<file path="config.mk">
export PLATFORM = sky130hd
export DESIGN_NAME = pipe_stage_reg
export DESIGN_NICKNAME = d
export VERILOG_FILES = /design/src/rtl/pipe_stage_reg.sv
export SDC_FILE = /design/constraint.sdc
export NUM_CORES = 1
export LEC_CHECK = 0
export BUFFER_PORTS_ARGS = -buffer_cell sky130_fd_sc_hd__buf_2
export CORE_ASPECT_RATIO = 1.1
export CORE_MARGIN = 1
export CORE_UTILIZATION = 61
export CTS_BUF_LIST = sky130_fd_sc_hd__clkbuf_2 sky130_fd_sc_hd__clkbuf_4 sky130_fd_sc_hd__clkbuf_8
export CTS_CLUSTER_SIZE = 12
export DETAILED_ROUTE_END_ITERATION = 6
export PLACE_DENSITY_LB_ADDON = 0.2
export SETUP_SLACK_MARGIN = 0.5
export SLEW_MARGIN = 25
export SYNTH_ARGS = -nofsm -noshare
export SYNTH_HDL_FRONTEND = slang
export SYNTH_SLANG_ARGS = --single-unit
</file>
<file path="constraint.sdc">
create_clock -name clk -period 30 [get_ports clk]
set_clock_uncertainty 0.2 [all_clocks]
set_input_delay 0 -clock clk [delete_from_list [all_inputs] [get_ports clk]]
set_output_delay 0 -clock clk [all_outputs]
set_load 0.01 [all_outputs]
</file>
<file path="src/rtl/pipe_stage_reg.sv">
// Pipeline stage register: payload + control bundle behind a valid/ready handshake with a 2-entry skid buffer.
// Latency: 1 cycle from accept to out_valid when empty; sustains 1 entry/cycle while out_ready=1.
// Backpressure: in_ready is a flop (no combinational path from out_ready/flush); absorbs one extra entry into skid.
//
// Ports:
//   clk, reset            rising-edge clock, asynchronous active-high reset
//   in_valid/in_ready     upstream handshake; in_data/in_ctrl upstream payload and control
//   flush                 synchronous squash of all held entries (highest priority)
//   out_valid/out_ready   downstream handshake; out_data/out_ctrl main-entry payload and control
//   stall_cnt/bubble_cnt  statistics counters, present only when PIPE_STATS_EN is defined
module pipe_stage_reg #(
    parameter int                 DATA_W   = 160,
    parameter int                 CTRL_W   = 16,
    parameter logic [CTRL_W-1:0]  CTRL_NOP = {CTRL_W{1'b0}}
) (
    input  logic              clk,
    input  logic              reset,
    input  logic              in_valid,
    output logic              in_ready,
    input  logic [DATA_W-1:0] in_data,
    input  logic [CTRL_W-1:0] in_ctrl,
    input  logic              flush,
    output logic              out_valid,
    input  logic              out_ready,
    output logic [DATA_W-1:0] out_data,
    output logic [CTRL_W-1:0] out_ctrl
`ifdef PIPE_STATS_EN
    ,
    output logic [31:0]       stall_cnt,
    output logic [31:0]       bubble_cnt
`endif
);

    typedef enum logic [1:0] {
        EMPTY = 2'd0,
        ONE   = 2'd1,
        FULL  = 2'd2
    } state_t;

    state_t              r_state;
    state_t              w_state_nxt;
    logic                r_in_ready;
    logic                r_out_valid;
    logic [DATA_W-1:0]   r_main_data;
    logic [CTRL_W-1:0]   r_main_ctrl;
    logic [DATA_W-1:0]   r_skid_data;
    logic [CTRL_W-1:0]   r_skid_ctrl;

    logic                w_accept;
    logic                w_fire;
    logic                w_load_main_in;
    logic                w_load_main_skid;
    logic                w_load_skid;

    assign w_accept = in_valid & r_in_ready;
    assign w_fire   = r_out_valid & out_ready;

    always_comb begin
        w_state_nxt      = r_state;
        w_load_main_in   = 1'b0;
        w_load_main_skid = 1'b0;
        w_load_skid      = 1'b0;
        case (r_state)
            EMPTY: begin
                if (w_accept) begin
                    w_load_main_in = 1'b1;
                    w_state_nxt    = ONE;
                end
            end
            ONE: begin
                if (w_accept && w_fire) begin
                    w_load_main_in = 1'b1;
                end else if (w_accept) begin
                    w_load_skid = 1'b1;
                    w_state_nxt = FULL;
                end else if (w_fire) begin
                    w_state_nxt = EMPTY;
                end
            end
            FULL: begin
                if (w_fire) begin
                    w_load_main_skid = 1'b1;
                    w_state_nxt      = ONE;
                end
            end
            default: w_state_nxt = EMPTY;
        endcase
        // Flush wins: an accepted input is swallowed, and main keeps its old
        // payload so out_data simply holds while the stage is a bubble.
        if (flush) begin
            w_state_nxt      = EMPTY;
            w_load_main_in   = 1'b0;
            w_load_main_skid = 1'b0;
            w_load_skid      = 1'b0;
        end
    end

    always_ff @(posedge clk or posedge reset) begin
        if (reset) begin
            r_state     <= EMPTY;
            r_in_ready  <= 1'b1;
            r_out_valid <= 1'b0;
            r_main_data <= '0;
            r_main_ctrl <= CTRL_NOP;
            r_skid_data <= '0;
            r_skid_ctrl <= '0;
        end else begin
            r_state     <= w_state_nxt;
            // Handshake flags are registered copies of the next-state decode.
            r_in_ready  <= (w_state_nxt != FULL);
            r_out_valid <= (w_state_nxt != EMPTY);
            if (w_load_main_in) begin
                r_main_data <= in_data;
                r_main_ctrl <= in_ctrl;
            end else if (w_load_main_skid) begin
                r_main_data <= r_skid_data;
                r_main_ctrl <= r_skid_ctrl;
            end
            if (w_load_skid) begin
                r_skid_data <= in_data;
                r_skid_ctrl <= in_ctrl;
            end
        end
    end

    assign in_ready  = r_in_ready;
    assign out_valid = r_out_valid;
    assign out_data  = r_main_data;
    assign out_ctrl  = r_out_valid ? r_main_ctrl : CTRL_NOP;

`ifdef PIPE_STATS_EN
    logic [31:0] r_stall_cnt;
    logic [31:0] r_bubble_cnt;

    always_ff @(posedge clk or posedge reset) begin
        if (reset) begin
            r_stall_cnt  <= '0;
            r_bubble_cnt <= '0;
        end else begin
            if (r_out_valid && !out_ready) r_stall_cnt <= r_stall_cnt + 32'd1;
            if (!r_out_valid)              r_bubble_cnt <= r_bubble_cnt + 32'd1;
        end
    end

    assign stall_cnt  = r_stall_cnt;
    assign bubble_cnt = r_bubble_cnt;
`endif

endmodule

</file>
* Yosys cells after proc, flatten, opt, wreduce, memory -nomap -nowiden *
Index checks and enable logic that the tools add are counted.

cells by class
  reduce and logical (&&, ||, !) cells = 4
  equal/unequal tests = 3
  bitwise gates (word level) = 2
  multiplexer cells = 22

operators by type and width
  cell                                                                    number
  160-bit two-way mux                                                     2
  16-bit two-way mux                                                      3
  2-bit two-way mux                                                       6
  1-bit two-way mux                                                       9
  2-bit one-hot mux with 3 select lines                                   1
  2-bit nonzero test                                                      2
  1-bit bitwise AND                                                       2
  2-bit by 1-bit equality test with 1-bit output (second input constant)  1
  2-bit equality test (second input constant)                             1
  2-bit zero test                                                         1
  2-bit != test (second input constant)                                   1
  1-bit one-hot mux with 2 select lines                                   1
  1-bit logical AND                                                       1

word-level totals
  output and inout bits = 178
  bits in registers = 356
  word-level logic and storage cells = 38
  bits of input ports = 181

* Depth between registers and ports, before layout *
Gate-level depths: netlist of the first run.

  depth in word-level cells = 7
  depth in mapped cells = 6
  depth with buffers taken out = 3

* Worst setup path before layout of the first run *
No wires, ideal clock.

  kind = reg-to-reg
  start = register r_in_ready, in the netlist in_ready
  end = register r_skid_ctrl[0]
  cell stages (with the launch flop) = 7
  slack = 28.050 ns
  period minus slack after synthesis = 1.950 ns
  data arrival time = 1.622 ns
  data required time = 29.672 ns
  setup time = 0.128 ns
  cell sequence = dfstp_2 > and4bb_1 > buf_2 > nand2_1 > buf_4 > buf_4 > mux2_1

between the ends
  longest elaborated chain between the ends = 5
  elaborated cells between the ends (all ways) = 6
  those cells by class = mux (4); bitwise (1); reduce/logical (1)

ends and longest elaborated chain
  item                                                           RTL line  source
  start, declared                                                42        logic r_in_ready;
  start signal, assigned                                         110       r_in_ready <= (w_state_nxt != FULL);
  1-bit bitwise AND *                                            55        assign w_accept = in_valid & r_in_ready;
  1-bit two-way mux / 1-bit logical AND (equally long branches)  73, 71
  1-bit two-way mux *                                            71        if (w_accept && w_fire) begin
  1-bit two-way mux *                                            63        case (r_state)
  1-bit two-way mux *                                            90        if (flush) begin
  end signal, assigned                                           121       r_skid_ctrl <= in_ctrl;
  end, declared                                                  47        logic [CTRL_W-1:0] r_skid_ctrl;

Every way passes the cells marked *; elsewhere a longest branch is shown, timed or not.
A chain may end at the register's enable or synchronous reset.

* Final worst setup path of the first run *
  start = register r_out_valid, in the netlist out_valid
  end = register r_main_data[132], in the netlist out_data[132]

between the ends
  longest elaborated chain between the ends = 6
  elaborated cells between the ends (all ways) = 10
  those cells by class = mux (7); bitwise (1); reduce/logical (2)

ends and longest elaborated chain
  item                                                              RTL line  source
  start, declared                                                   43        logic r_out_valid;
  start signal, assigned                                            111       r_out_valid <= (w_state_nxt != EMPTY);
  1-bit bitwise AND *                                               56        assign w_fire = r_out_valid & out_ready;
  1-bit logical AND                                                 71
  1-bit two-way mux                                                 71
  1-bit one-hot mux with 2 select lines                             63
  1-bit two-way mux                                                 90
  160-bit two-way mux / 2-bit nonzero test (equally long branches)  -
  end signal, assigned                                              113       r_main_data <= in_data;
  end signal, assigned                                              116       r_main_data <= r_skid_data;
  end, declared                                                     44        logic [DATA_W-1:0] r_main_data;

Marked as above.

==> impl_metrics.yaml, run 1 <==
synthesis:
  ys_types: 27
  syn_inst: 1625
  synth.ff_latch_count: 356
  postSynthAreaPerCell_um2: 10.5
  ys_seq_area_share_pct: 52.4
  yosysWarningCount: 0
  syn-num-nets: 1806
  synthesis.area_um2: 17000
setup_path:
  required_ns: 30.26
  end_kind: "flop"
  regToRegStartpoint: "out_valid$_DFF_PP0_"
  crit_path_max_fanout: 73
  cp-start-kind: "flop"
  reg2regPathDepth: 5
  r2r_setup_slack_ns: 26.30
  cp.arrival_ns: 3.96
  crit_type: "flop to flop"
  worstSetupStartpoint: "out_valid$_DFF_PP0_"
detailed_routing:
  drtPass1Iterations: 7
  drtIter0Drc: 2275
  routed_via_density: 6.47
  totalWireLength_um: 59800
  num_vias: 16694
  wire_per_inst_um: 23.2
  antenna_left: 0
  drc_errors: 0
pwr:
  leakagePower_nw: 9.76
  peakVddDrop_mv: 0.0588
  power_density_nw_per_um2: 70.1
place:
  gp_congestion: 0.782
  dpl.hpwl_um: 26400
  port_buffers: 358
  postPlaceCellArea_um2: 18700
sta:
  final_max_slew_viol_count: 0
  fmax_ghz: 0.270
  tightestPinTransition_ns: 1.03
  tns_ns: 0
  hold_violations: 0
  fin_crit_sh_pct: 12.3
  finalWorstPathRequiredPeriod_ns: 3.70
  relSlewSlack_pct: 31.3
  rsz0062_at_grt: "no"
  finalSetupViolCount: 0
die:
  die_h_um: 177
  io_pins: 359
  die_w_um: 161
  core_area_um2: 27200
  initial_utilization_pct: 62.5
  dieArea_um2: 28500
  row_count: 63
clocking:
  root_buffer: "clkbuf_8"
  cts.htree.levels: 2
  cts_tree: "built"
  path_clk_slew_ns: 0.08
  clk_latency_ns: 0.58
  numCtsBuffers: 56
  cts_buffer_depth: 3
  cts.sinks: 356
  cts_setup_buffers: 0
worst_hold_path:
  holdCritPathClass: "input pin to flop"
  worstHoldStart: "in_data[41]"
  whs_path_depth: 3
layout:
  area_growth_pct: 35.1
  finalNetCount: 2357
  fillers: 1381
  drive_gt1_share_pct: 23.7
  stdcell_area_um2: 23000
global_routing:
  antenna_found_initial: 3
  grt_pass1_wl_um: 92200
  overflow: 0
  grt_max_degree: 180
  grtUsageTotal_pct: 40.8
  grt_pass1_vias: 16962
outcome:
  run_status: "finished clean"
job:
  drv_cap: 0
==> what timing repair did <==
action	in CTS	in global routing
resized for setup	0	0
endpoints found under the hold margin	458	0
setup endpoints to repair	0	0
hold buffers	291	0
==> registers in the layout, summed over array words and instances, names as in the netlist <==
signal,cells
out_valid,1
r_state,2
out_data,160
in_ready,1
r_skid_data,160
r_skid_ctrl,16
r_main_ctrl,16
==> per-stage QoR <==
stage                     power [mW]  cells  hold WS (ns)  worst slack [ns]  utilization, %
after floorplan                0.937   1625       -0.0683             19.92               -
after global placement          1.05   2181       -0.0220             26.20            68.6
after detailed placement        1.07   2183       -0.0146             26.25            68.8
after CTS                       1.56   2577     0.0000334             26.19            84.2
after global routing            1.67   2581        0.0128             26.22            84.4
final                           1.61   2582        0.0126             26.30            84.4
==> logic make-up after synthesis <==
family          synth area share (%)
compound gates                  18.5
simple gates                    12.7
flops                           52.4
buf+inv                         4.73
mux                             11.7
==> power breakdown <==
| group | total [mW] | internal [mW] | switching (mW) | leakage [nW] |
|---|---|---|---|---|
| Sequential | 0.718 | 0.630 | 0.0880 | 4.13 |
| Combinational | 0.425 | 0.205 | 0.221 | 4.94 |
| Clock | 0.466 | 0.267 | 0.199 | 0.684 |
| Total | 1.61 | 1.10 | 0.508 | 9.76 |
==> final timing paths <==
kind	endpoint
min	r_skid_data[41]$_DFFE_PP0P_
max in group asynchronous	out_data[4]$_DFFE_PP0P_
min reg2reg	r_skid_ctrl[15]$_DFFE_PP0P_
max reg2reg	out_data[132]$_DFFE_PP0P_
max	out_data[132]$_DFFE_PP0P_
min in group asynchronous	out_data[77]$_DFFE_PP0P_
==> worst max-delay path: stages, from the launching register on <==
cell and delay (ns):
dfrtp_1 0.66, a21boi_4 0.61, buf_4 0.80, buf_4 0.81, nor3_1 0.12, a21oi_1 0.26
==> placed cells by master, fill, tap and decap left out, types with 2 or more instances in the layout <==
cell / instances
dfrtp_1: 355
and2_1: 16
buf_4: 13
mux2_1: 140
nor2b_1: 176
clkbuf_4: 22
nand4b_1: 2
nand2_1: 2
dlygate4sd3_1: 291
buf_2: 357
a21oi_1: 179
bufinv_16: 2
mux2_2: 36
clkinv_2: 4
clkbuf_8: 75
buf_6: 5
o21ai_0: 176
buf_16: 3
diode_2: 4
a22oi_1: 176
nor3_1: 176
==> synthesized netlist by cell type <==
master | count | area, µm²
mux2_2 | 36 | 405
buf_6 | 10 | 113
nand4bb_1 | 1 | 11.3
dfstp_2 | 1 | 26.3
buf_4 | 7 | 52.6
nand4b_1 | 2 | 17.5
a221o_1 | 1 | 10.0
and2_1 | 16 | 100
nand2_1 | 3 | 11.3
buf_2 | 22 | 110
buf_1 | 8 | 30.0
inv_1 | 2 | 7.51
and4b_1 | 1 | 10.0
clkbuf_1 | 131 | 492
nand2b_1 | 1 | 6.26
nor3_1 | 176 | 881
nor2b_1 | 176 | 1100
a21oi_1 | 179 | 896
a211o_1 | 1 | 8.76
dfrtp_1 | 355 | 8880
mux2_1 | 140 | 1580
and4bb_1 | 1 | 12.5
a221oi_1 | 1 | 8.76
a22oi_1 | 176 | 1320
a21boi_2 | 1 | 11.3
o21ai_0 | 176 | 881
a21bo_2 | 1 | 10.0
==> area by class of cell <==
cell class,instances,area [µm²],area share (%)
Timing Repair Buffer,671,4970,21.7
Inverter,2,15.0,0.0654
Multi-Input combinational cell,1089,7320,31.9
Sequential cell,356,8910,38.8
Clock inverter,6,80.1,0.349
Tap cell,357,447,1.95
Clock buffer,97,1200,5.22
Antenna cell,4,10.0,0.0436
==> routing by layer <==
layer  wire length (µm)  share of wire [%]  GRT usage [%]  up-vias
li1                   -                  -              -     6984
met1              21500                 36           51.1     8176
met2              29500                 49           68.0     1258
met3               5650                9.4           7.92      276
met4               3150                5.3           19.7        0
met5                  0                  0              0        -
Power figures use the tool's default switching activity.
==> run 2: changes to the inputs <==
--- a/config.mk
+++ b/config.mk
@@ -8,7 +8,7 @@
 export BUFFER_PORTS_ARGS = -buffer_cell sky130_fd_sc_hd__buf_2
 export CORE_ASPECT_RATIO = 1.1
 export CORE_MARGIN = 1
-export CORE_UTILIZATION = 61
+export CORE_UTILIZATION = 51
 export CTS_BUF_LIST = sky130_fd_sc_hd__clkbuf_2 sky130_fd_sc_hd__clkbuf_4 sky130_fd_sc_hd__clkbuf_8
 export CTS_CLUSTER_SIZE = 12
 export DETAILED_ROUTE_END_ITERATION = 6
==> constraint.sdc (replaced) <==
create_clock -name clk -period 3.3 [get_ports clk]
set_clock_uncertainty 0.2 [all_clocks]
set_input_delay 0 -clock clk [delete_from_list [all_inputs] [get_ports clk]]
set_output_delay 0 -clock clk [all_outputs]
set_load 0.01 [all_outputs]
==> impl_metrics.yaml, run 2 (synthesis results as in run 1) <==
outcome:
  run_status: "finished clean"
clocking:
  numCtsBuffers: 58
  clk_latency_ns: 0.60
  cts.htree.levels: 2
  cts_tree: "built"
  cts_setup_buffers: 0
  cts_buffer_depth: 3
  path_clk_slew_ns: 0.06
  cts.sinks: 356
  cts_resized: 0
  root_buffer: "clkbuf_8"
  cts_hold_buf: 356
sta:
  tns_ns: 0
  rsz0062_at_grt: "no"
  hold_violations: 0
  finalWorstPathRequiredPeriod_ns: 2.52
  relSlewSlack_pct: 30.8
  fin_crit_sh_pct: 76.3
  fmax_ghz: 0.397
  finalSetupViolCount: 0
  hold-worst-slack_ns: 0.0174
  final_max_slew_viol_count: 0
  tightestPinTransition_ns: 1.04
detailed_routing:
  drtPass1Iterations: 5
  wl_met3_um: 4510
  antenna_left: 0
  drc_errors: 0
  dr_wl_met2_um: 26000
  totalWireLength_um: 54200
  drtIter0Drc: 1339
  routed_via_density: 5.90
  num_vias: 16078
  wire_per_inst_um: 19.9
  top_layer_used: "met4"
  wl_met1_um: 21700
global_routing:
  grtUsageTotal_pct: 31.5
  grt_max_degree: 178
  grt_pass1_vias: 16182
  overflow: 0
  grt_pass1_wl_um: 87000
  antenna_found_initial: 2
setup_path:
  cp-start-kind: "flop"
  cp_top_family: "simple AND/OR/NAND/NOR gates"
  crit_type: "flop to flop"
  worst-path-buf-inv: 1
  crit_path_max_fanout: 46
  r2r_end: "out_data[99]$_DFFE_PP0P_"
  end_kind: "flop"
  regToRegStartpoint: "r_state[1]$_DFF_PP0_"
  critPathMaxStageDelay_ns: 0.89
  required_ns: 3.57
  critPathSlowestCell: "nand4bb_4"
  cp.arrival_ns: 2.79
  r2r_setup_slack_ns: 0.78
  reg2regPathDepth: 4
  path_cells: "nand4bb_4 > buf_4 > nor3_1 > a21oi_1"
pwr:
  total_power_mw: 14.2
  power_density_nw_per_um2: 597
  peakVddDrop_mv: 0.468
  leakagePower_nw: 10.1
worst_hold_path:
  worstHoldStart: "in_data[118]"
  holdCritPathClass: "input pin to flop"
  whs_path_depth: 3
  hold_end: "r_skid_data[118]$_DFFE_PP0P_"
layout:
  area_growth_pct: 40.3
  final_common_cell: "dlygate4sd3_1"
  mostFrequentLayoutCells: "358 x dlygate4sd3_1, 357 x buf_2, 355 x dfrtp_1"
  finalNetCount: 2434
  multi_input_area_um2: 7320
  drive_gt1_share_pct: 23.2
  regArea_um2: 8910
  fillers: 2152
die:
  io_pins: 359
  die_h_um: 193
  initial_utilization_pct: 52.2
  dieArea_um2: 34100
  core_area_um2: 32500
  die_w_um: 176
  row_count: 69
job:
  drv_cap: 0
place:
  dpl.hpwl_um: 27200
  gp_congestion: 0.802
  port_buffers: 358
run 2: stage by stage:
stage / util, % / instances / setup WS (ns) / instance area [µm²]
4_1_cts: 73.2 / 2718 / 0.853 / 23800
6_report: 73.3 / 2723 / 0.783 / 23800
3_5_place_dp: 58.5 / 2261 / 0.863 / 19000
2_1_floorplan: - / 1625 / -1.67 / 17000
5_1_grt: 73.3 / 2722 / 0.624 / 23800
3_3_place_gp: 58.5 / 2261 / 0.916 / 19000
run 2: final cells by class:
type | instances | share of cell area, %
Sequential cell | 356 | 37.4
Multi-Input combinational cell | 1089 | 30.7
Timing Repair Buffer | 746 | 24.5
Clock buffer | 101 | 5.15
Tap cell | 426 | 2.23
Inverter | 2 | 0.0472
Antenna cell | 3 | 0.0315
run 2: worst max-delay path by stage:
stage                          from                        end  slack (ns)  cells after the start
6_report       r_state[1]$_DFF_PP0_   out_data[99]$_DFFE_PP0P_        0.78                      4
3_3_place_gp   r_state[1]$_DFF_PP0_   out_data[30]$_DFFE_PP0P_        0.92                      4
3_5_place_dp    out_valid$_DFF_PP0_  out_data[152]$_DFFE_PP0P_        0.86                      4
4_1_cts        r_state[1]$_DFF_PP0_  out_data[101]$_DFFE_PP0P_        0.85                      4
5_1_grt        r_state[1]$_DFF_PP0_  out_data[129]$_DFFE_PP0P_        0.62                      4
2_1_floorplan                 reset    out_data[0]$_DFFE_PP0P_       -1.67                      1
run 2: tightest hold or removal path, cell delays in order:
cell,delay [ns]
dlygate4sd3_1,0.53
buf_2,0.11
mux2_2,0.14
run 2: power by group:
part / leakage (nW) / total [mW] / internal [mW] / switching [mW]
Clock: 0.659 / 4.03 / 2.30 / 1.73
Combinational: 5.31 / 3.82 / 1.93 / 1.88
Sequential: 4.13 / 6.40 / 5.73 / 0.669
Total: 10.1 / 14.2 / 9.96 / 4.29
run 2: layer usage:
| layer | track usage (%) | up-vias |
|---|---|---|
| li1 | - | 7135 |
| met4 | 12.7 | 0 |
| met1 | 42.0 | 8013 |
| met5 | 0 | - |
| met2 | 49.6 | 782 |
| met3 | 7.08 | 148 |
==> run 3: changes to the inputs <==
--- a/config.mk
+++ b/config.mk
@@ -5,10 +5,11 @@
 export SDC_FILE = /design/constraint.sdc
 export NUM_CORES = 1
 export LEC_CHECK = 0
+export ABC_AREA = 1
 export BUFFER_PORTS_ARGS = -buffer_cell sky130_fd_sc_hd__buf_2
 export CORE_ASPECT_RATIO = 1.1
 export CORE_MARGIN = 1
-export CORE_UTILIZATION = 51
+export CORE_UTILIZATION = 57
 export CTS_BUF_LIST = sky130_fd_sc_hd__clkbuf_2 sky130_fd_sc_hd__clkbuf_4 sky130_fd_sc_hd__clkbuf_8
 export CTS_CLUSTER_SIZE = 12
 export DETAILED_ROUTE_END_ITERATION = 6
==> constraint.sdc (replaced) <==
create_clock -name clk -period 2.5 [get_ports clk]
set_clock_uncertainty 0.2 [all_clocks]
set_input_delay 0 -clock clk [delete_from_list [all_inputs] [get_ports clk]]
set_output_delay 0 -clock clk [all_outputs]
set_load 0.01 [all_outputs]
==> impl_metrics.yaml, run 3 <==
global_routing:
  grt_pass1_wl_um: 82400
  grt_max_degree: 211
  grtUsageTotal_pct: 34.3
  overflow: 0
  grt_pass1_vias: 17068
  antenna_found_initial: 0
pwr:
  total_power_mw: 23.1
  power_frac_seq_pct: 43.7
  peakVddDrop_mv: 0.597
  leakagePower_nw: 12.7
  p_int_mw: 14.5
  switching_share_pct: 37.2
  power_frac_clock_pct: 22.4
  comb_power_share_pct: 33.8
  power_density_nw_per_um2: 1050
  switching_power_mw: 8.59
layout:
  drive_gt1_share_pct: 19.0
  mostFrequentLayoutCells: "716 x nand2_1, 371 x inv_1, 358 x buf_2"
  n_antenna_cell: 0
  stdcell_area_um2: 22000
  finalNetCount: 2818
  final_cells: 3049
  final_common_cell: "nand2_1"
  area_growth_pct: 31.5
  fillers: 1994
  regArea_um2: 8910
  multi_input_area_um2: 5730
die:
  core_area_um2: 28800
  dieArea_um2: 30000
  initial_utilization_pct: 58.1
  die_w_um: 165
  die_h_um: 182
  row_count: 65
  io_pins: 359
setup_path:
  critPathMaxStageDelay_ns: 0.53
  path_cells: "nand2_2 > inv_6 > nand4_4 > buf_12 > nand2_1 > o21ai_0"
  required_ns: 2.74
  end_kind: "flop"
  cp.arrival_ns: 2.16
  cp-start-kind: "flop"
  crit_type: "flop to flop"
  critPathSlowestCell: "dfstp_2"
  crit_path_max_fanout: 142
  worst-path-buf-inv: 2
  cp_top_family: "flip-flops"
sta:
  tns_ns: 0
  fin_crit_sh_pct: 77.1
  finalWorstPathRequiredPeriod_ns: 1.93
  rsz0062_at_grt: "yes"
  fmax_ghz: 0.519
  relSlewSlack_pct: 60.4
  hold_violations: 0
  final_max_slew_viol_count: 0
  tightestPinTransition_ns: 0.594
  finalSetupViolCount: 0
  fin_ws_ns: 0.572
synthesis:
  yosysMostFrequentCell: "nand2_1"
  yosys-top-cells-area: "dfrtp_1 53%, nand2_1 16%, inv_1 8.3%"
  netlist.area_leader.share_pct: 53.1
  synth.ff_latch_count: 356
  async_reset_ff_share_pct: 100
  ys_seq_area_share_pct: 53.2
  synthesis.area_um2: 16700
  synth_edf_count: 0
  synth_top_flop_cell: "dfrtp_1"
  postSynthAreaPerCell_um2: 7.78
  synth_top_cell_by_area: "dfrtp_1"
  syn_inst: 2151
  syn-num-nets: 2332
  yosysWarningCount: 0
  ys_types: 21
  yosys-top-cells-count: "717 x nand2_1, 372 x inv_1, 355 x dfrtp_1"
worst_hold_path:
  holdCritPathClass: "input pin to flop"
job:
  drv_cap: 0
place:
  dp_cells: 2752
  gp_congestion: 0.842
  port_buffers: 358
  post-place-ws_ns: 0.226
  postPlaceCellArea_um2: 18700
  dpl.hpwl_um: 27300
detailed_routing:
  routed_via_density: 5.58
  totalWireLength_um: 52700
  drtPass1Iterations: 7
  num_vias: 17005
  drtIter0Drc: 1799
  antenna_left: 0
  drc_errors: 53
  wire_per_inst_um: 17.3
clocking:
  clk_latency_ns: 0.60
  cts_tree: "built"
  root_buffer: "clkbuf_8"
  cts.htree.levels: 2
  cts_buffer_depth: 3
  numCtsBuffers: 56
  cts.sinks: 356
  path_clk_slew_ns: 0.06
outcome:
  violations: "design-rule violations"
  run_status: "finished with violations"
==> run 3: layer usage <==
layer | wire, µm | track usage (%) | up-vias
met2 | 25000 | 55.5 | 1037
li1 | - | - | 7690
met5 | 0 | 0 | -
met4 | 2450 | 18.4 | 0
met1 | 20000 | 42.9 | 8081
met3 | 5170 | 7.40 | 197
==> run 3: logic make-up after synthesis <==
| logic type | after synthesis | synth area share (%) |
|---|---|---|
| simple gates | 1087 | 28.7 |
| buf+inv | 529 | 12.7 |
| flops | 356 | 53.2 |
| compound gates | 179 | 5.35 |
==> run 3: final cells by class <==
type                    count  share of cell area, %
clock buffers             100                   5.35
well taps                 368                   2.09
flip-flops and latches    356                   40.5
clock inverters             2                 0.0626
repair buffers            583                   19.5
multi-input cells        1266                   26.1
inverters                 374                   6.48
==> run 3: metrics by stage <==
stage | util (%) | hold slack [ns]
2_1_floorplan | - | -0.0668
6_report | 76.4 | 0.0211
4_1_cts | 76.1 | 0.0000542
3_5_place_dp | 65.1 | -0.174
5_1_grt | 76.4 | 0.0426
3_3_place_gp | 65.1 | -0.172
==> run 3: what timing repair did <==
item	4_1_cts	5_1_grt
buffers inserted	1	0
setup endpoints to repair	178	265
gates cloned	1	3
endpoints found under the hold margin	712	0
hold buffers	190	0
gates resized for setup	10	11
==> run 3: final timing paths <==
kind,from,to,slack (ns),cells past startpoint
worst max-delay path,in_ready$_DFF_PP1_,r_skid_data[65]$_DFFE_PP0P_,0.57,6
worst min-delay path,in_ctrl[1],r_main_ctrl[1]$_DFFE_PP0P_,0.02,4
worst max register to register,in_ready$_DFF_PP1_,r_skid_data[65]$_DFFE_PP0P_,0.57,6
worst min register to register,out_data[109]$_DFFE_PP0P_,out_data[109]$_DFFE_PP0P_,0.27,2
max in group asynchronous,reset,out_data[119]$_DFFE_PP0P_,0.83,6
min in group asynchronous,reset,r_skid_ctrl[10]$_DFFE_PP0P_,0.35,4
==> run 3: power by group through the flow <==
| stage | Clock (mW) | Sequential (mW) | Combinational [mW] |
|---|---|---|---|
| after CTS | 5.22 | 10.0 | 7.56 |
| after global placement | 0 | 9.98 | 6.96 |
| final | 5.18 | 10.1 | 7.81 |
| after detailed placement | 0 | 10.0 | 7.24 |
| after floorplan | 0 | 10.2 | 4.34 |
| after global routing | 5.46 | 10.4 | 8.83 |
==> run 3: worst reg2reg max path, delay by kind of cell, from the launching register on <==
family	cells	cell delay [ns]
AOI/OAI and AO/OA	1	0.11
buffers and inverters	2	0.40
DFF	1	0.53
and+or+nand+nor	3	0.53
